`src/rtl/lif_neuron_array.sv`:
```
// lif_neuron_array: a parametrised array of leaky integrate-and-fire neurons.
// Each channel integrates its own unsigned input current, leaks by a shared
// programmable right shift, and fires a one-cycle spike when the saturated
// membrane potential reaches the shared threshold. After firing, the channel
// clears and sits out REFRAC refractory cycles.
//
// Optional feature macro: LIF_LATERAL_INHIB_EN
//   When defined, any enabled cycle with at least one crossing halves the
//   stored potential of every other non-refractory, non-crossing channel.
//   When undefined, no cross-channel logic exists.
module lif_neuron_array #(
    parameter int N_NEURONS = 4,
    parameter int WIDTH     = 8,
    parameter int REFRAC    = 2
) (
    input  logic                         clk,
    input  logic                         rst_n,
    input  logic                         ena,
    input  logic [N_NEURONS*WIDTH-1:0]   cur_in,
    input  logic [WIDTH-1:0]             threshold,
    input  logic [$clog2(WIDTH)-1:0]     leak_shift,
    output logic [N_NEURONS*WIDTH-1:0]   state,
    output logic [N_NEURONS-1:0]         spike,
    output logic                         spike_any
);

    localparam int SHW = $clog2(WIDTH);
    // Refractory counter is at least one bit wide so REFRAC=0 still builds.
    localparam int RCW = (REFRAC > 0) ? $clog2(REFRAC + 1) : 1;
    localparam logic [RCW-1:0] RC_LOAD = RCW'(REFRAC);
    // WIDTH widened by one bit so a shift amount of WIDTH or more is detectable.
    localparam logic [SHW:0] WIDTH_L = (SHW + 1)'(WIDTH);

    // Registered per-channel state
    logic [WIDTH-1:0]     state_q [N_NEURONS];
    logic [WIDTH-1:0]     state_d [N_NEURONS];
    logic [RCW-1:0]       rc_q    [N_NEURONS];
    logic [RCW-1:0]       rc_d    [N_NEURONS];
    logic [N_NEURONS-1:0] spike_q;
    logic [N_NEURONS-1:0] spike_d;
    logic                 spike_any_q;
    logic                 spike_any_d;

    // Per-channel datapath intermediates
    logic [WIDTH-1:0]     leak_w  [N_NEURONS];
    logic [WIDTH:0]       sum_w   [N_NEURONS];
    logic [WIDTH-1:0]     sat_w   [N_NEURONS];
    logic [N_NEURONS-1:0] fire_w;

`ifdef LIF_LATERAL_INHIB_EN
    logic                 fire_any_w;
`endif

    // Leak, integrate and saturate each channel; flag threshold crossings.
    always_comb begin
        for (int i = 0; i < N_NEURONS; i++) begin
            // A shift of WIDTH or more would drain nothing, so it means no leak.
            if ({1'b0, leak_shift} >= WIDTH_L) begin
                leak_w[i] = '0;
            end else begin
                leak_w[i] = state_q[i] >> leak_shift;
            end
            // state - leak can never go negative, so only overflow needs care.
            sum_w[i]  = {1'b0, state_q[i]} - {1'b0, leak_w[i]}
                      + {1'b0, cur_in[i*WIDTH +: WIDTH]};
            sat_w[i]  = sum_w[i][WIDTH] ? '1 : sum_w[i][WIDTH-1:0];
            fire_w[i] = (rc_q[i] == '0) && (sat_w[i] >= threshold);
        end
    end

`ifdef LIF_LATERAL_INHIB_EN
    // Any enabled crossing in the array inhibits the remaining channels.
    always_comb begin
        fire_any_w = ena && (|fire_w);
    end
`endif

    // Next-state selection: hold, refractory countdown, fire, or integrate.
    always_comb begin
        // NOTE: every variable gets a default before any branch so no path
        // leaves it unassigned; otherwise synthesis infers a latch.
        spike_d = '0;
        for (int i = 0; i < N_NEURONS; i++) begin
            state_d[i] = state_q[i];
            rc_d[i]    = rc_q[i];
        end

        if (ena) begin
            for (int i = 0; i < N_NEURONS; i++) begin
                if (rc_q[i] != '0) begin
                    // Refractory: input is ignored and the potential stays cleared.
                    state_d[i] = '0;
                    rc_d[i]    = rc_q[i] - RCW'(1);
                end else if (fire_w[i]) begin
                    spike_d[i] = 1'b1;
                    state_d[i] = '0;
                    rc_d[i]    = RC_LOAD;
                end else begin
`ifdef LIF_LATERAL_INHIB_EN
                    state_d[i] = fire_any_w ? (sat_w[i] >> 1) : sat_w[i];
`else
                    state_d[i] = sat_w[i];
`endif
                end
            end
        end

        spike_any_d = |spike_d;
    end

    // State registers with asynchronous clear.
    always_ff @(posedge clk or negedge rst_n) begin
        if (!rst_n) begin
            // NOTE: the per-channel arrays are ordinary flops, not a RAM, so
            // they are cleared here like any other register.
            for (int i = 0; i < N_NEURONS; i++) begin
                state_q[i] <= '0;
                rc_q[i]    <= '0;
            end
            spike_q     <= '0;
            spike_any_q <= 1'b0;
        end else begin
            // NOTE: non-blocking assignments so every register samples the
            // pre-edge values of the others.
            for (int i = 0; i < N_NEURONS; i++) begin
                state_q[i] <= state_d[i];
                rc_q[i]    <= rc_d[i];
            end
            spike_q     <= spike_d;
            spike_any_q <= spike_any_d;
        end
    end

    // Pack per-channel registers onto the flat output bus.
    always_comb begin
        for (int i = 0; i < N_NEURONS; i++) begin
            state[i*WIDTH +: WIDTH] = state_q[i];
        end
    end

    assign spike     = spike_q;
    assign spike_any = spike_any_q;

endmodule
```
`config.mk`:
```
export PLATFORM = sky130hd
export DESIGN_NAME = lif_neuron_array
export DESIGN_NICKNAME = d
export VERILOG_FILES = /design/src/rtl/lif_neuron_array.sv
export SDC_FILE = /design/constraint.sdc
export NUM_CORES = 1
export LEC_CHECK = 0
export CAP_MARGIN = 10
export CORE_ASPECT_RATIO = 0.7
export CORE_MARGIN = 5
export CORE_UTILIZATION = 57
export DETAILED_ROUTE_END_ITERATION = 6
export GPL_TIMING_DRIVEN = 1
export PLACE_DENSITY = 0.82
export SETUP_SLACK_MARGIN = 0.5
export SLEW_MARGIN = 30
export SYNTH_ARGS = -nofsm -noshare
export SYNTH_HDL_FRONTEND = slang
export SYNTH_SLANG_ARGS = --single-unit
```
`constraint.sdc`:
```
create_clock -name clk -period 5.9 [get_ports clk]
set_clock_uncertainty 0.2 [all_clocks]
set_input_delay 1.475 -clock clk [delete_from_list [all_inputs] [get_ports clk]]
set_output_delay 1.475 -clock clk [all_outputs]
set_load 0.05 [all_outputs]
```
== Yosys cells after proc, flatten, opt, wreduce, memory -nomap -nowiden ==
Index checks and enable logic that the tools add are counted.

* $mul: 0
* Add/subtract/negate cells: 12
* Eq/ne operators: 0
* Muxes and demuxes: 29
* Reduce and logical (&&, ||, !) cells: 21
* Div/mod/pow operators: 0
* Order comparisons: 4
* Bitwise gates (word level): 0
* Shifts and indexed selects: 4

{| class="wikitable"
|+ Operators by type and width
! operator !! count
|-
| $mux 8 || 12
|-
| $add 9x8->9 || 4
|-
| $sub 8x8->9 || 4
|-
| $ge 8x8->1 || 4
|-
| $shr 8x3->8 || 4
|-
| $mux 2 || 8
|-
| $reduce_bool 2->1 || 8
|-
| $logic_not 2->1 || 4
|-
| $mux 1 || 8
|-
| $reduce_and 2->1 || 4
|-
| $sub 2x1->2 const B || 4
|-
| $logic_and 1x1->1 || 4
|-
| $mux 4 || 1
|-
| $reduce_or 4->1 || 1
|}

* Word-level logic and storage cells: 80
* Input bits: 46
* Memories kept: 0
* Output and inout port bits: 37
* Latch bits: 0
* ROM bits: 0
* Bits in writable memories: 0
* Bits in registers: 45

== Logic depth before layout (Yosys ltp) ==
Gate-level depths: netlist of run 1.

* Depth after elaboration: 10
* Depth in mapped cells: 23
* Gate-level depth less buffers: 21

== Worst setup path after synthesis of run 1 ==
OpenSTA, ideal clock, no wires.

* Kind: in2reg
* From: input port leak_shift[0]
* To: register rc_q[6] in the netlist's numbering
* Arrival time: 5.622 ns
* Data required time: 5.572 ns
* Setup slack: -0.050 ns
* Setup time: 0.128 ns
* Stages on the path: 18
* Buffers on the path: 2
* Cells stage by stage: buf_2 > buf_1 > o21ai_0 > a21oi_1 > nor2_1 > a21o_1 > fa_1 > fa_1 > nor2b_1 > o31a_1 > a2bb2oi_2 > a21oi_1 > ha_1 > nand2b_4 > a2111oi_4 > a21oi_2 > o311a_1 > mux2_1

* Word-level cells in the longest chain between the ends: 8

{| class="wikitable"
|+ RTL lines
! what !! RTL line !! text
|-
| from (decl) || 21 || <nowiki>input logic [$clog2(WIDTH)-1:0] leak_shift,</nowiki>
|-
| $shr 8x3->8 || 61 || <nowiki>leak_w[i] = state_q[i] >> leak_shift;</nowiki>
|-
| $sub 8x8->9 || 64 || <nowiki>sum_w[i] = {1'b0, state_q[i]} - {1'b0, leak_w[i]}</nowiki>
|-
| $add 9x8->9 || 65 || <nowiki>+ {1'b0, cur_in[i*WIDTH +: WIDTH]};</nowiki>
|-
| $mux 8 || 66 || <nowiki>sat_w[i] = sum_w[i][WIDTH] ? '1 : sum_w[i][WIDTH-1:0];</nowiki>
|-
| $ge 8x8->1 || 67 || <nowiki>fire_w[i] = (rc_q[i] == '0) && (sat_w[i] >= threshold);</nowiki>
|-
| $logic_and 1x1->1 || 67 ||
|-
| $reduce_bool 2->1 (no line) || n/a ||
|-
| $reduce_and 2->1 (no line) || n/a ||
|-
| to (signal, indexed assignment) || 127 || <nowiki>rc_q[i] <= rc_d[i];</nowiki>
|-
| to (decl) || 37 || <nowiki>logic [RCW-1:0] rc_q [N_NEURONS];</nowiki>
|}

Every way passes these cells.
A chain may end at the register's enable or synchronous reset.

== Worst setup path after layout of run 1 ==
* From: input port leak_shift[0]
* To: register state_q, in the netlist state[9]

* Word-level cells in the longest chain between the ends: 8

{| class="wikitable"
|+ RTL lines
! what !! RTL line !! text
|-
| $shr 8x3->8 (*) || 61 ||
|-
| $sub 8x8->9 (*) || 64 ||
|-
| $add 9x8->9 (*) || 65 ||
|-
| $mux 8 (*) || 66 ||
|-
| $ge 8x8->1 || 67 ||
|-
| $logic_and 1x1->1 || 67 ||
|-
| $mux 8 (*) || 94 || <nowiki>end else if (fire_w[i]) begin</nowiki>
|-
| $mux 8 (*) || 90 || <nowiki>if (rc_q[i] != '0) begin</nowiki>
|-
| to (signal, indexed assignment) || 126 || <nowiki>state_q[i] <= state_d[i];</nowiki>
|-
| to (decl) || 35 || <nowiki>logic [WIDTH-1:0] state_q [N_NEURONS];</nowiki>
|}

Mark *: on every way between the ends. The rest lies on a longest branch, timed or not.

==> results of run 1 <==
metrics by stage:
| stage | TNS [ps] | instance area (um^2) | hold slack (ps) |
|---|---|---|---|
| after CTS | 0 | 9720 | 318 |
| after global placement | -6880 | 8430 | 267 |
| final | -14980 | 10500 | 354 |
| after floorplan | 0 | 6680 | 258 |
| after detailed placement | -16200 | 8430 | 285 |
| after global routing | -14760 | 10500 | 360 |
logic make-up after synthesis:
group	Yosys count	synth area share
flops	45	0.178
fa+ha+maj	108	0.252
buf+inv	196	0.120
compound gates	246	0.277
simple gates	164	0.129
xor+xnor	4	0.00555
mux	24	0.0388
worst paths after layout:
path | slack, ps | endpoint | from
setup reg to reg | 300 | state[9] | state[15]
hold reg to reg | 350 | rc_q[4] | rc_q[4]
min in group asynchronous | 1020 | state[2] | rst_n
max in group asynchronous | 3990 | state[16] | rst_n
hold / removal | 350 | rc_q[4] | rc_q[4]
setup / recovery | -870 | state[9] | leak_shift[0]
worst max-delay path: cells and delay by family:
kind	cells	cell delay (ps)
adders and majority gates	3	1130
AOI/OAI and AO/OA	9	2230
buffers and inverters	8	1050
and+or+nand+nor	3	660
muxes	1	190
metal layers:
layer,global-route usage,up-vias
li1,-,3211
met1,0.490,4045
met2,0.669,1302
met3,0.0953,584
met4,0.215,2
met5,0,-
Yosys cell counts (all sizes together), types with 5 or more instances:
cell	count
o21ai	53
o211ai	10
ha	76
a22o	11
inv	172
nor2	39
dfrtp	45
mux2i	20
fa	32
o21a	7
or3	11
buf	9
a2111oi	5
nor3	8
and3	7
a21o	16
a21boi	8
o22ai	31
clkbuf	15
a21oi	49
a211oi	20
nand3	8
nand2	61
state kept, by name, indices dropped and copies added, names as in the netlist:
| register | count |
|---|---|
| state | 32 |
| rc_q | 8 |
| spike | 4 |
| spike_any | 1 |
timing repair:
| item | 4_1_cts | 5_1_grt |
|---|---|---|
| endpoints found under the setup margin | 45 | 45 |
| gates cloned | 4 | 0 |
| setup buffers | 35 | 27 |
| resized for setup | 186 | 122 |
| pin swaps | 104 | 80 |
final cells by class:
cell class	count	area, um^2
Tap cell	153	191
Sequential cell	45	1130
Clock inverter	1	30.0
Multi-Input combinational cell	546	5950
Clock buffer	7	143
Timing Repair Buffer	261	2420
Fill cell	222	419
Inverter	172	648
cell usage in the layout, fill, tap and decap left out, drive strengths merged, types with 16 or more instances in the layout:
cell type / Yosys / routed
a211oi: 20 / 20
a21o: 16 / 16
a21oi: 49 / 49
buf: 9 / 182
clkdlybuf4s50: 0 / 77
dfrtp: 45 / 45
fa: 32 / 32
ha: 76 / 76
inv: 172 / 172
mux2i: 20 / 20
nand2: 61 / 61
nor2: 39 / 39
o21ai: 53 / 53
o22ai: 31 / 31
==> results.txt, run 1 <==
- The flow ran to the end, but the final reports show violations.
- Violations in the final reports: DRC, setup timing
- IO Pins: 83
- Floorplan die height: 98.1 um
* Ys Warns: 0
- The worst setup path is captured at a flip-flop.
- Worst Hold Path Cells: 1
* Post-placement setup slack: -492 ps
- The number of global-route vias before repair came to 8171.
* Number of inserted diodes: 0
- The die covers 13300 um^2.
- In this run, CTS created clock tree buffers numbering 5.
* Arrival time of the worst setup path: 6790 ps
- Remaining max-slew budget at the tightest pin: 0.437
- Number of instances in the placed design: 1111
- Routed signal wires occupy layers up through met5.
- Clock insertion delay at the later pin of the skew report: 310 ps
* Met3 Routed Length: 5.97 mm
* Crit share post-route: 1.15
- Using the TritonRoute via totals, the vias-per-cell ratio works out to 7.72.
* Reg2reg path depth: 20
- Post-synthesis instance area: 6310 um^2
- Share of async-settable or async-resettable flops after synthesis: 1.00
* Total number of vias: 9144
- Detailed router's first-iteration violation count: 1868
- In this design, the stage delay of the slowest critical-path cell is 680 ps.
- Core area: 10900 um^2
- In the final routed layout, each cell accounts on average for 31.9 um.
* Netlist cell types: 60
* Global routing usage summed across all routing layers: 0.404
- The count of final max-slew check failures came to 0.
- Tmin final: 6770 ps
* Global placement routability congestion: 0.918
- Detailed routing placed a total of 15.2 mm of wire on met2.
- sky130_fd_sc_hd__dfrtp_1 takes more of the synthesized area than any other cell.
- Mean Syn Cell Area: 8.02 um^2
* Wire length on met1: 11.7 mm
- Once detailed placement completed, the half-perimeter wirelength came to 16.3 mm.
* Flip-flop and latch count after synthesis: 45
- The die is 136 um wide.
- Antenna viol nets, final: 0
- Post-synth EDFFs: 0
- In this run the deepest clock path goes through 2 buffers.
- Setup violations remaining at the end of the flow were counted as 44.
* Classification of the worst-slack hold path: reg2reg
* Mapped Cells: 787
- The slowest stage of the critical path is the sky130_fd_sc_hd__o22ai_1 cell.
- TritonCTS built the clock tree.
- Largest net degree at the start of global routing: 46
- H-Tree Depth: 2
- At the pin with the least slew margin, the transition time is 845 ps.
* Count of clock tree sinks: 45
* P&R area growth vs syn: 66.5%
* Area contributors post-synth: sky130_fd_sc_hd__dfrtp_1 18%, sky130_fd_sc_hd__ha_1 15%, sky130_fd_sc_hd__inv_1 10%, sky130_fd_sc_hd__fa_1 10%, sky130_fd_sc_hd__o21ai_0 4.2%
- The share of the Yosys chip area taken by registers is 0.178.
- For this design, the CTS-stage hold fixing added 0 buffers.
- Once routing completed, OpenROAD measured the worst setup slack at -867 ps.
* Initial standard-cell utilization of the core: 0.578
* Startpoint type of the worst setup path: input pin
- The first detailed-routing pass took 7 iterations.
- CTS placed an instance of sky130_fd_sc_hd__clkbuf_16 at the clock tree root.
* Final wirelength: 37.8 mm
- Class of the most critical setup path: in2reg
- Most common flop cell mapped by yosys: sky130_fd_sc_hd__dfrtp_1
- The share of synthesized area in the top cell type comes to 0.178.
* Fraction of final layout cells with drive strength greater than 1: 0.427
- Traced cell by cell, the critical path runs through buf_12 -> buf_4 -> buf_12 -> buf_8 -> mux2i_4 -> nand2_1 -> o21ai_0 -> o22ai_1 -> fa_1 -> inv_1 -> ha_4 -> o211a_1 -> o31a_4 -> a2bb2oi_4 -> a21boi_2 -> inv_1 -> ha_1 -> o21a_1 -> nor2_2 -> buf_4 -> a211oi_4 -> buf_6 -> or3_4 -> o22ai_2.
- Counting every net in the synthesized netlist gives 941.
- The initial antenna violation count is 1.
- Max-cap check violation count: 0
- Maximum clock frequency: 148 MHz
- Setup repair after global routing could not meet its margin everywhere.
- The finished layout holds 1185 standard cells, fillers aside.
* Number of nets at the end of the flow: 1185
- For the worst setup path, the data required time is 5920 ps.
- Row generation in the floorplan step produced 32 rows.
- Summed over all layers, the global routing overflow is 0.
* Final number of hold-violating endpoints: 0
* Final cell utilization of the core: 0.962
- First-pass GRT wire length: 42.6 mm
* Clk pin slew, worst setup/hold paths: 70 ps
- For this run, design rule violations remaining after detail routing come to 67.
- Count of input and output buffers: 82
- Max FO, Critical Path: 8
Power of run 1 is not shown: default switching activity piles up to over one toggle a cycle in this logic, so the estimate is an artifact.
==> run 2, diff against run 1 <==
--- a/config.mk
+++ b/config.mk
@@ -10,10 +10,10 @@
 export CORE_MARGIN = 5
 export CORE_UTILIZATION = 57
 export DETAILED_ROUTE_END_ITERATION = 6
-export GPL_TIMING_DRIVEN = 1
 export PLACE_DENSITY = 0.82
 export SETUP_SLACK_MARGIN = 0.5
 export SLEW_MARGIN = 30
 export SYNTH_ARGS = -nofsm -noshare
 export SYNTH_HDL_FRONTEND = slang
 export SYNTH_SLANG_ARGS = --single-unit
+export TNS_END_PERCENT = 30
==> results.txt, run 2 (synthesis gave the netlist of run 1 again) <==
- Startpoint type of the worst setup path: input pin
- Count of clock tree sinks: 45 (unchanged)
- Clk pin slew, worst setup/hold paths: 80 ps (about the same)
- The weighted congestion at the end of routability-driven global placement was 0.952 (+3.8%).
* Maximum number of buffers from clock root to sink: 2 (unchanged)
- Count of input and output buffers: 82 (unchanged)
* Floorplan die height: 98.1 um (unchanged)
* Detailed router's first-iteration violation count: 1746 (-6.5%)
- Crit share post-route: 1.10 (-0.0462)
* Post-placement setup slack: -434 ps (+57.6 ps)
- Antenna violations before repair: 0 (-1)
- The fraction of layout cells with a size suffix above 1 is 0.388 (-0.0389).
* Final wirelength: 35.9 mm (-5.0%)
- The number of antenna repair diodes is 0 (unchanged).
- The count of final max-slew check failures came to 0 (unchanged).
- Status: finished, violations left
- The placed instance count was 1114 (+0.27%).
- Post-route worst setup slack: -594 ps (+273 ps)
- Setup Total Neg Slack: -5140 ps (+9840 ps)
- The pin count of the biggest net entering global routing was 46 (unchanged).
* Tmin final: 6490 ps (-273 ps)
- The setup-violating endpoint count in the final report came to 33 (-25%).
* Kind of capture point of the worst setup path: flip-flop
* Arrival time of the worst setup path: 6510 ps (-280 ps)
* Final number of hold-violating endpoints: 0 (unchanged)
* P&R area growth vs syn: 62.1%
- Classification of the worst-slack hold path: reg2reg
- The total via count in the routed design is 8675 (-5.1%).
- The slew at the pin with the worst max-slew slack is 1140 ps (+293 ps).
- H-Tree Depth: 2 (unchanged)
- The remaining global-route overflow was 0 (unchanged).
- Non-filler cells in the finished layout: 1175 (-0.84%)
* Vias per cell: 7.38 (-4.3%)
* Horizontal die dimension: 136 um (unchanged)
* Row Count: 32 (unchanged)
- The critical path in this run is classified as in2reg.
- TritonCTS built the clock tree.
- Final cell utilization of the core: 0.936 (-0.0254)
- Unrepaired setup endpoints after global routing: true
- DIE AREA: 13300 um^2 (unchanged)
- Violations in the final reports: DRC, setup timing
- Global routing usage summed across all routing layers: 0.414 (+0.00984)
- The core outline area came to 10900 um^2 (unchanged).
* HPWL reported at the end of detailed placement: 16.3 mm (-0.39%)
* IO Pins: 83 (unchanged)
- The upper clock frequency limit is 154 MHz (+4.2%).
* Number of buffers created by CTS: 5 (unchanged)
* Max FO, Critical Path: 7 (-1)
- Largest register FFs: 32 (unchanged)
- Average detailed-routed wire length per instance: 30.6 um (-4.2%)
- Remaining max-slew budget at the tightest pin: 0.239 (-0.198)
- The remaining number of nets flagged by the antenna check after routing is 0 (unchanged).
* First-pass GRT wire length: 43.3 mm (+1.6%)
* Initial standard-cell utilization of the core: 0.578 (unchanged)
- Max-cap check violation count: 0 (unchanged)
* CTS Hold Bufs: 0 (unchanged)
- Leading cell type in the layout, fill and taps excluded: sky130_fd_sc_hd__inv_1
- The clock latency on the worst-skew pair was 300 ps (about the same).
* Cell at the root of the clock tree: sky130_fd_sc_hd__clkbuf_16
- Required arrival time at the worst endpoint: 5910 ps (about the same)
- Remaining DRCs: 6 (-91%)
* Number of nets at the end of the flow: 1175 (-0.84%)
- First-pass detailed-route iteration total: 7 (unchanged)
* Via count of the first global-routing pass: 8120 (-0.62%)
* Highest-count cells in the layout ignoring fill and taps: 158 x sky130_fd_sc_hd__inv_1, 152 x sky130_fd_sc_hd__buf_4, 78 x sky130_fd_sc_hd__clkdlybuf4s50_1
[run 2: changes by cell type in the layout (fill, tap and decap cells not counted), moves of 6 or more]
cell,before,now
sky130_fd_sc_hd__buf_4,145,152
sky130_fd_sc_hd__o21ai_1,6,13
sky130_fd_sc_hd__nand2_1,40,46
sky130_fd_sc_hd__buf_6,21,7
sky130_fd_sc_hd__o21ai_2,22,13
[run 2: stage by stage]
step                area (um^2)  hold WS, ps
floorplan                  6640          258
global placement           8400          268
detailed placement         8400          288
CTS                        9550          302
global route              10200          343
finish                    10200          321
[run 2: worst max-delay path: stages]
cell and delay, ps:
sky130_fd_sc_hd__buf_12 130, sky130_fd_sc_hd__buf_4 160, sky130_fd_sc_hd__o21ai_1 240, sky130_fd_sc_hd__nor2_1 60, sky130_fd_sc_hd__a21oi_1 210, sky130_fd_sc_hd__a21o_1 240, sky130_fd_sc_hd__fa_2 490, sky130_fd_sc_hd__fa_2 450
sky130_fd_sc_hd__nor2b_4 140, sky130_fd_sc_hd__o31a_1 340, sky130_fd_sc_hd__o211ai_4 210, sky130_fd_sc_hd__a2111oi_4 460, sky130_fd_sc_hd__inv_1 130, sky130_fd_sc_hd__ha_2 360, sky130_fd_sc_hd__and3_4 230, sky130_fd_sc_hd__o21ai_0 310
sky130_fd_sc_hd__nand3_1 240, sky130_fd_sc_hd__o311a_1 250, sky130_fd_sc_hd__buf_4 140, sky130_fd_sc_hd__mux2i_2 230
[run 2: worst paths after layout]
check                         startpoint   endpoint  slack, ps  cells past startpoint
setup / recovery           leak_shift[0]    rc_q[7]       -590                     20
hold / removal                   rc_q[0]    rc_q[0]        320                      1
setup reg to reg                state[5]    rc_q[7]        330                     19
hold reg to reg                  rc_q[0]    rc_q[0]        320                      1
max in group asynchronous          rst_n  state[19]       3990                      1
min in group asynchronous          rst_n  state[27]       1030                      1
[run 2: final cells by class]
| cell class | count | area [um^2] |
|---|---|---|
| Multi-Input combinational cell | 546 | 5770 |
| Sequential cell | 45 | 1130 |
| Timing Repair Buffer | 251 | 2310 |
| Clock buffer | 5 | 125 |
| Tap cell | 153 | 191 |
| Fill cell | 329 | 697 |
| Inverter | 172 | 648 |
| Clock inverter | 3 | 65.1 |
[run 2: repair_timing]
| action | in CTS | in global routing |
|---|---|---|
| pin swaps | 76 | 66 |
| cloned | 4 | 0 |
| gates resized for setup | 148 | 106 |
| setup buffers | 23 | 26 |
| setup endpoints to repair | 45 | 45 |
[run 2: metal layers]
layer / track usage / vias up / wire length (um)
met5: 0 / - / 0
li1: - / 3183 / -
met1: 0.487 / 3907 / 11300
met3: 0.114 / 484 / 5920
met4: 0.255 / 0 / 4080
met2: 0.673 / 1101 / 14700
Power of run 2 is left out for the same reason.
==> run 3, diff against run 2 <==
--- a/config.mk
+++ b/config.mk
@@ -6,7 +6,7 @@
 export NUM_CORES = 1
 export LEC_CHECK = 0
 export CAP_MARGIN = 10
-export CORE_ASPECT_RATIO = 0.7
+export CORE_ASPECT_RATIO = 1.5
 export CORE_MARGIN = 5
 export CORE_UTILIZATION = 57
 export DETAILED_ROUTE_END_ITERATION = 6
==> results.txt, run 3 (synthesis gave the netlist of run 1 again) <==
- H-Tree Depth: 2 (unchanged)
- The flip-flop count of the largest register after layout was 32 (unchanged).
- The tightest min-delay check is of the reg2reg type.
* Remaining max-slew budget at the tightest pin: 0.506 (+0.267)
- Via count of the first global-routing pass: 8191 (+0.87%)
- P&R area growth vs syn: 58.1%
- Transition at the pin with the smallest max-transition slack: 741 ps (-397 ps)
* Number of buffers created by CTS: 5 (unchanged)
- Post-route worst setup slack: -473 ps (+121 ps)
* Required arrival time at the worst endpoint: 5900 ps (about the same)
* First-pass detailed-route iteration total: 7 (unchanged)
* Startpoint type of the worst setup path: input pin
* Kind of capture point of the worst setup path: flip-flop
* Detailed router's first-iteration violation count: 1152 (-34%)
- Vias per cell: 7.26 (-1.7%)
- Horizontal die dimension: 95.9 um (-29%)
- Gr ovfl total: 0 (unchanged)
- The setup path with the least slack is of type in2reg.
- CTS placed an instance of sky130_fd_sc_hd__clkbuf_16 at the clock tree root.
- The core outline area was 10900 um^2 (about the same).
- The die outline area came to 13300 um^2 (about the same).
* Violations in the final reports: DRC, setup timing
- Number of nets at the end of the flow: 1169 (-0.51%)
- The filler-free cell count of the finished design was 1163 (-1.0%).
* Count of input and output buffers: 82 (unchanged)
* Floorplan die height: 139 um (+42%)
* Remaining DRCs: 46 (+40)
- Crit share post-route: 1.08 (-0.0205)
- Maximum clock frequency: 157 MHz (+1.9%)
* CTS Hold Bufs: 0 (unchanged)
- Unrepaired setup endpoints after global routing: true
- Number of inserted diodes: 0 (unchanged)
- The data arrival at the endpoint of the critical path came to 6370 ps (-140 ps).
* Tmin final: 6370 ps (-121 ps)
* Highest-count cells in the layout ignoring fill and taps: 162 x sky130_fd_sc_hd__inv_1, 144 x sky130_fd_sc_hd__buf_4, 77 x sky130_fd_sc_hd__clkdlybuf4s50_1
- Final wirelength: 34.1 mm (-5.0%)
- The initial cell density of the core was 0.577 (about the same).
- Clk pin slew, worst setup/hold paths: 80 ps (about the same)
- The initial antenna violation count was 0 (unchanged).
- Average detailed-routed wire length per instance: 29.4 um (-4.0%)
- Largest net degree at the start of global routing: 46 (unchanged)
- Max Transition Viols Final: 0 (unchanged)
* Antenna viol nets, final: 0 (unchanged)
- First-pass GRT wire length: 41.0 mm (-5.3%)
- The overall routing resource usage is 0.399 (-0.0153).
- Clock insertion delay at the later pin of the skew report: 330 ps (+30 ps)
- Count of clock tree sinks: 45 (unchanged)
- The library cell used most frequently in the layout, excluding fill and tap cells, is sky130_fd_sc_hd__inv_1.
* HPWL reported at the end of detailed placement: 16.3 mm (+0.24%)
- Final number of hold-violating endpoints: 0 (unchanged)
- The maximum count of clock buffers along a single path was 2 (unchanged).
- Global placement routability congestion: 0.912 (-4.2%)
- Setup Total Neg Slack: -10040 ps (-4900 ps)
- Final hold slack: 342 ps (+20.8 ps)
- The placed instance count was 1109 (-0.45%).
- Fraction of final layout cells with drive strength greater than 1: 0.360 (-0.0282)
- TritonCTS built the clock tree.
- Row Count: 47 (+47%)
* Final setup violation count: 35 (+6.1%)
- The flow ran to the end, but the final reports show violations.
* Max FO, Critical Path: 14 (+7)
* Total number of vias: 8442 (-2.7%)
- The number of placed I/O pins is 83 (unchanged).
- Max-cap check violation count: 0 (unchanged)
-- run 3: cell types whose count changed in the layout (fill, tap and decap cells not counted), sizes merged --
cell,before,now
clkinv,1,0
bufinv,2,1
buf,171,163
clkdlybuf4s50,78,77
clkinvlp,0,1
bufbuf,1,2
clkbuf,5,7
dlygate4sd2,0,1
-- run 3: critical path, cell delays in order --
cell and delay [ps]:
sky130_fd_sc_hd__clkdlybuf4s15_2 310, sky130_fd_sc_hd__buf_12 220, sky130_fd_sc_hd__or2_2 350, sky130_fd_sc_hd__nor2_1 450, sky130_fd_sc_hd__fa_1 520, sky130_fd_sc_hd__inv_1 80
sky130_fd_sc_hd__ha_1 280, sky130_fd_sc_hd__buf_4 190, sky130_fd_sc_hd__a21oi_2 390, sky130_fd_sc_hd__a2bb2oi_4 150, sky130_fd_sc_hd__a2111oi_4 450, sky130_fd_sc_hd__inv_1 130
sky130_fd_sc_hd__ha_2 200, sky130_fd_sc_hd__a21o_1 210, sky130_fd_sc_hd__a21oi_4 200, sky130_fd_sc_hd__nand2_1 90, sky130_fd_sc_hd__o311a_1 340, sky130_fd_sc_hd__mux2_1 340
-- run 3: worst paths after layout --
check                         startpoint  endpoint  slack, ps  cells after the start
max in group asynchronous          rst_n  state[0]       4030                      1
hold reg to reg                  rc_q[2]   rc_q[2]        340                      1
min in group asynchronous          rst_n  spike[1]        990                      1
setup / recovery           leak_shift[1]   rc_q[0]       -470                     18
hold / removal                   rc_q[2]   rc_q[2]        340                      1
setup reg to reg               state[20]   rc_q[3]        600                     23
-- run 3: layout make-up --
class	instances	area, um^2
flip-flops and latches	45	1130
well taps	147	184
inverters	172	646
multi-input cells	546	5590
clock buffers	6	139
fillers	390	952
repair buffers	245	2270
clock inverters	2	37.5
-- run 3: timing repair --
| item | in CTS | in global routing |
|---|---|---|
| pin swaps | 52 | 59 |
| resized for setup | 117 | 94 |
| cloned | 3 | 1 |
| setup endpoints to repair | 45 | 45 |
| hold endpoints to repair | 0 | 0 |
| buffers inserted | 25 | 17 |
-- run 3: metal layers --
metal  wire length [um]  up-vias  track usage
met4               4530        2        0.328
met2              15000      997        0.673
met1              10000     3814        0.395
met5                 37        -            0
li1                   -     3171            -
met3               4560      458        0.106
-- run 3: stage by stage --
step | setup slack (ps) | util | area, um^2
finish | -473 | 0.913 | 9990
floorplan | 303 | - | 6640
CTS | 205 | 0.856 | 9370
detailed placement | -396 | 0.767 | 8390
global route | -641 | 0.913 | 9990
global placement | -305 | 0.767 | 8390
Power of run 3 is left out for the same reason.
